$ cat src/rtl/csr_types.sv
// Shared CSR-side definitions for the interrupt source unit.
// Contains the machine interrupt cause codes, the source FSM states and the
// fixed-priority cause encoder.
package csr_types;

    localparam logic [4:0] INT_CODE_NONE = 5'd0;
    localparam logic [4:0] INT_CODE_MSI  = 5'd3;
    localparam logic [4:0] INT_CODE_MTI  = 5'd7;
    localparam logic [4:0] INT_CODE_MEI  = 5'd11;

    typedef enum logic [1:0] {
        IS_IDLE      = 2'd0,
        IS_REQUESTED = 2'd1,
        IS_TAKEN     = 2'd2
    } interrupt_src_state_t;

    // Highest-priority enabled source; en = {mei, msi, mti}, MEI > MSI > MTI.
    function automatic logic [4:0] interrupt_sel_code(input logic [2:0] en);
        logic [4:0] code;
        if (en[2]) begin
            code = INT_CODE_MEI;
        end else if (en[1]) begin
            code = INT_CODE_MSI;
        end else if (en[0]) begin
            code = INT_CODE_MTI;
        end else begin
            code = INT_CODE_NONE;
        end
        return code;
    endfunction

endpackage

$ cat src/rtl/mtimer.sv
// Machine timer: prescaler, free-running 64-bit mtime, software-written
// mtimecmp and the registered mtime >= mtimecmp compare.
module mtimer #(
    parameter int TIMER_DIV = 1
) (
    input  logic        clk,
    input  logic        rst,
    input  logic        reg_we,
    input  logic [1:0]  reg_addr,
    input  logic [31:0] reg_wdata,
    output logic [63:0] mtime,
    output logic        mtip
);

    // A one-bit prescaler is kept even for TIMER_DIV = 1; it simply stays at 0.
    localparam int            PW         = (TIMER_DIV > 1) ? $clog2(TIMER_DIV) : 1;
    localparam logic [PW-1:0] PRESC_LAST = PW'(TIMER_DIV - 1);

    logic [PW-1:0] presc_q;
    logic [63:0]   mtime_q;
    logic [63:0]   mtimecmp_q;
    logic          mtip_q;

    // Prescaler counts 0..TIMER_DIV-1; mtime steps when it wraps.
    always_ff @(posedge clk) begin
        if (rst) begin
            presc_q <= '0;
            mtime_q <= '0;
        end else if (presc_q == PRESC_LAST) begin
            presc_q <= '0;
            mtime_q <= mtime_q + 64'd1;
        end else begin
            presc_q <= presc_q + PW'(1);
        end
    end

    // Compare register, written one 32-bit half at a time; resets to all ones.
    always_ff @(posedge clk) begin
        if (rst) begin
            mtimecmp_q <= '1;
        end else if (reg_we && (reg_addr == 2'd0)) begin
            mtimecmp_q[31:0] <= reg_wdata;
        end else if (reg_we && (reg_addr == 2'd1)) begin
            mtimecmp_q[63:32] <= reg_wdata;
        end
    end

    // Registered unsigned compare keeps the wide comparator off the request path.
    always_ff @(posedge clk) begin
        if (rst) begin
            mtip_q <= 1'b0;
        end else begin
            mtip_q <= (mtime_q >= mtimecmp_q);
        end
    end

    assign mtime = mtime_q;
    assign mtip  = mtip_q;

endmodule

$ cat src/rtl/interrupt_source_unit.sv
// Machine-mode interrupt source unit: synchronizes the external line, holds
// msip, owns the machine timer and raises one prioritized request to gc.
//
//   state        | meaning
//   IS_IDLE      | no request presented; waits for an enabled source
//   IS_REQUESTED | interrupt_pending high; code tracks the best source
//   IS_TAKEN     | gc accepted; code frozen until gc captures the trap PC
module interrupt_source_unit
    import csr_types::*;
#(
    parameter int TIMER_DIV   = 1,
    parameter int SYNC_STAGES = 2
) (
    input  logic        clk,
    input  logic        rst,
    input  logic        ext_irq_async,
    input  logic        reg_we,
    input  logic [1:0]  reg_addr,
    input  logic [31:0] reg_wdata,
    input  logic        mstatus_mie,
    input  logic        mie_meie,
    input  logic        mie_mtie,
    input  logic        mie_msie,
    input  logic        interrupt_taken,
    input  logic        interrupt_pc_capture,
    output logic        interrupt_pending,
    output logic [4:0]  interrupt_code,
    output logic        mip_meip,
    output logic        mip_mtip,
    output logic        mip_msip,
    output logic [63:0] mtime
);

    logic [SYNC_STAGES-1:0] sync_q;
    logic                   msip_q;
    logic [2:0]             en;
    logic                   req;
    logic [4:0]             sel_code;
    interrupt_src_state_t   state_q, state_d;
    logic [4:0]             code_q, code_d;

    mtimer #(
        .TIMER_DIV (TIMER_DIV)
    ) u_mtimer (
        .clk       (clk),
        .rst       (rst),
        .reg_we    (reg_we),
        .reg_addr  (reg_addr),
        .reg_wdata (reg_wdata),
        .mtime     (mtime),
        .mtip      (mip_mtip)
    );

    // Multi-flop synchronizer for the asynchronous external interrupt level.
    always_ff @(posedge clk) begin
        if (rst) begin
            sync_q <= '0;
        end else begin
            sync_q <= {sync_q[SYNC_STAGES-2:0], ext_irq_async};
        end
    end

    assign mip_meip = sync_q[SYNC_STAGES-1];

    // Software interrupt bit, written at register address 2.
    always_ff @(posedge clk) begin
        if (rst) begin
            msip_q <= 1'b0;
        end else if (reg_we && (reg_addr == 2'd2)) begin
            msip_q <= reg_wdata[0];
        end
    end

    assign mip_msip = msip_q;
    assign en       = {mip_meip & mie_meie, msip_q & mie_msie, mip_mtip & mie_mtie};
    assign req      = mstatus_mie & (|en);
    assign sel_code = interrupt_sel_code(en);

    // FSM state and presented cause code registers.
    always_ff @(posedge clk) begin
        if (rst) begin
            state_q <= IS_IDLE;
            code_q  <= INT_CODE_NONE;
        end else begin
            state_q <= state_d;
            code_q  <= code_d;
        end
    end

    // Next state / next code. A take in the same cycle the request withdraws
    // still wins: gc has already committed to the code it saw.
    always_comb begin
        state_d = state_q;
        code_d  = code_q;
        case (state_q)
            IS_IDLE: begin
                if (req) begin
                    state_d = IS_REQUESTED;
                    code_d  = sel_code;
                end
            end
            IS_REQUESTED: begin
                if (interrupt_taken && interrupt_pc_capture) begin
                    state_d = IS_IDLE;
                end else if (interrupt_taken) begin
                    state_d = IS_TAKEN;
                end else if (!req) begin
                    state_d = IS_IDLE;
                end else begin
                    code_d = sel_code;
                end
            end
            IS_TAKEN: begin
                if (interrupt_pc_capture) begin
                    state_d = IS_IDLE;
                end
            end
            default: begin
                state_d = IS_IDLE;
            end
        endcase
    end

    assign interrupt_pending = (state_q == IS_REQUESTED);
    assign interrupt_code    = code_q;

endmodule
$ cat config.mk
export PLATFORM = sky130hd
export DESIGN_NAME = interrupt_source_unit
export DESIGN_NICKNAME = d
export VERILOG_FILES = /design/src/rtl/csr_types.sv /design/src/rtl/mtimer.sv /design/src/rtl/interrupt_source_unit.sv
export SDC_FILE = /design/constraint.sdc
export NUM_CORES = 1
export LEC_CHECK = 0
export CAP_MARGIN = 15
export CORE_UTILIZATION = 55
export DETAILED_ROUTE_END_ITERATION = 8
export GPL_TIMING_DRIVEN = 0
export PLACE_DENSITY = 0.84
export SYNTH_ARGS = -nofsm -noshare
export SYNTH_HDL_FRONTEND = slang
export SYNTH_HIERARCHICAL = 1
export SYNTH_SLANG_ARGS = --single-unit
$ cat constraint.sdc
create_clock -name clk -period 3.7 [get_ports clk]
set_input_delay 0.74 -clock clk [delete_from_list [all_inputs] [get_ports clk]]
set_output_delay 0.74 -clock clk [all_outputs]
set_load 0.01 [all_outputs]
==> impl_metrics.toml <==
[placement]
hpwl_um = 13500
numPortBuffers = 115
place.gp.congestion = 0.855
dp_slack_ns = 0.881

[final_layout]
final_nets = 1059
fill_cells = 920
multi_input_area_um2 = 3810
final_cell_mix = "dfxtp_1 (138), clkdlybuf4s50_1 (115), nand2_1 (105), nor2_1 (77), inv_1 (74)"
layout_commonest_cell = "dfxtp_1"
register_area_um2 = 2760
syn2layout_area_growth_pct = 28.7
n_antenna_cell = 0
post_route_cells_drive_above_1_share = 0.0624

[critical_path]
r2r_start = "u_mtimer/mtime[3]"
cp-end-kind = "flip-flop"
cp_common_cell = "nand4_1"
cp_top_family = "simple AND/OR/NAND/NOR gates"
criticalPathCategory = "reg2reg"
cp.buffers_inverters = 2
max_stage_delay_ns = 0.73
path_cells = "and4_1 > clkbuf_2 > nand4_1 > nor4_1 > and3_1 > buf_4 > nand4_1 > mux2_2"
critPathMaxFanout = 8
regToRegSetupSlack_ns = 0.90
slowest_stage = "nor4_1"
r2r_end = "u_mtimer/mtime[52]"
cp-start-kind = "flip-flop"
cp.required_ns = 4.00
cp.arrival_ns = 3.10
startpoint = "u_mtimer/mtime[3]"
rr_worst_depth = 8

[sta]
setup_ws_ns = 0.898
finalSetupViolCount = 0
max_freq_mhz = 357
drv_slew = 0
timing.hold.ws_ns = 0.445
fin_worst_skew_ns = 0.00654
relSlewSlack = 0.380
tns_ns = 0
period_needed_ns = 2.80
rsz0062_at_grt = "false"
final_hold_viol_count = 0
tightest_slew_ns = 0.921
period_share = 0.757

[min_path]
hold_path.class = "reg2reg"
min_to = "sync_q[1]"
hold_path_startpoint = "sync_q[0]"
hold_depth = 1

[yosys]
syn-cell-area_um2 = 7020
ys_ff_latch = 138
async_reset_ff_frac = 0
synthDominantCellAreaShare = 0.394
synth_cells = 816
postSynthNetCount = 925
yosys_most_used_dff = "dfxtp_1"
ys_top_cells_by_area = "dfxtp_1 (39%), ha_1 (12%), o211ai_1 (6.7%)"
ys_types = 56
synth-edff-count = 0
synth-seq-area-share = 0.394
synth.avg_cell_area_um2 = 8.60
synth_top_area_cell = "dfxtp_1"
yosysWarnings = 6

[drt]
drt_first_pass_iters = 5
drt-initial-drc-count = 397
wl_um = 18500
viasPerCell = 5.59
via_count = 6313
ant_nets = 0
drc = 0
routedWlPerCell_um = 16.4

[die]
initial_core_util = 0.575
core_um2 = 12200
chipWidth_um = 115
io_pins = 117
die_h_um = 115
die_area_um2 = 13200
rows = 40

[global_routing]
grt_start_max_net_pins = 17
grt_pass1_vias = 6110
grt_pass1_wl_um = 30100
overflow = 0
grtUsageTotal = 0.296
antenna_found_initial = 0

[job]
cap_violations = 0

[cts]
hold_buffers = 0
tritoncts = "built"
cts_buffer_depth = 2
insertion_delay_ns = 0.42
clock_sink_count = 138
cts_resized = 0
numCtsBuffers = 17
cts_setup_buffers = 0
path_clk_slew_ns = 0.06
htreeDepth = 4
clock_tree.root_cell = "clkbuf_16"

[power_and_ir_drop]
power.density_nw_per_um2 = 404
power_w = 0.00365
peakVddDrop_uv = 274
p_leak_nw = 4.07

[status]
status = "complete, no violations"
routing by layer:
layer,track usage,part of all wire,up-vias
met5,0,0,-
met4,0.152,0.034,0
met3,0.0590,0.071,52
met2,0.502,0.48,248
met1,0.356,0.42,2909
li1,-,-,3104
through the flow:
stage          cell area, um2   util  cells
2_1_floorplan            7020      -    816
3_3_place_gp             8380  0.686   1099
3_5_place_dp             8380  0.686   1099
4_1_cts                  9030  0.739   1130
5_1_grt                  9030  0.739   1130
6_report                 9030  0.739   1130
report_power, final:
part / switching, W / internal, W
clock network: 0.000644 / 0.00122
logic: 0.000132 / 0.000104
registers: 0.0000157 / 0.00153
cell usage after synthesis, types with 2 or more instances:
master     number
a2111oi_0       2
a211oi_1        4
a21o_1         10
a21oi_1        32
a221o_1         2
a22oi_1         2
a31o_2          4
and2_1          3
and3_1          6
and3b_1         2
and4_1         11
buf_1           8
buf_4           3
clkbuf_1       23
conb_1          2
dfxtp_1       138
ha_1           65
inv_1          74
mux2_1          2
mux2_2          8
mux2i_1         4
nand2_1       105
nand3_1        22
nand4_1        27
nor2_1         77
nor2b_1        12
nor3_1          8
nor4_1          4
nor4_2          3
o211ai_1       63
o21ai_0        14
o31ai_1         3
or3_1           9
xnor2_1        12
xor2_1         31
layout make-up:
class / count / area share
sequential: 138 / 0.306
clock inverter: 12 / 0.0218
multi-input combinational: 566 / 0.422
buffer: 37 / 0.0177
timing repair buffer: 115 / 0.128
inverter: 75 / 0.0312
tap: 168 / 0.0233
clock buffer: 19 / 0.0502
sequential cells by signal (all words and copies together) (netlist names):
name,cells
sync_q,2
u_mtimer/presc_q,1
interrupt_code,3
u_mtimer/mtime,64
mip_msip,1
u_mtimer/mtimecmp_q,64
u_mtimer/mtip,1
state_q,2
worst max path at each step:
stage / endpoint / slack [ns] / cells past startpoint
after floorplan: u_mtimer/mtime[61] / 1.48 / 7
after global placement: u_mtimer/mtimecmp_q[5] / 0.91 / 5
after detailed placement: u_mtimer/mtimecmp_q[7] / 0.88 / 5
after CTS: u_mtimer/mtime[52] / 0.95 / 8
after global routing: u_mtimer/mtime[52] / 0.71 / 7
final: u_mtimer/mtime[52] / 0.90 / 8
cells by family after synthesis:
family / share of synthesized area
simple gates: 0.213
compound gates: 0.138
buf+inv: 0.0629
other cells: 0.00107
xor+xnor: 0.0537
mux: 0.0218
flops: 0.394
fa+ha+maj: 0.116
(Power assumes the default switching activity.)
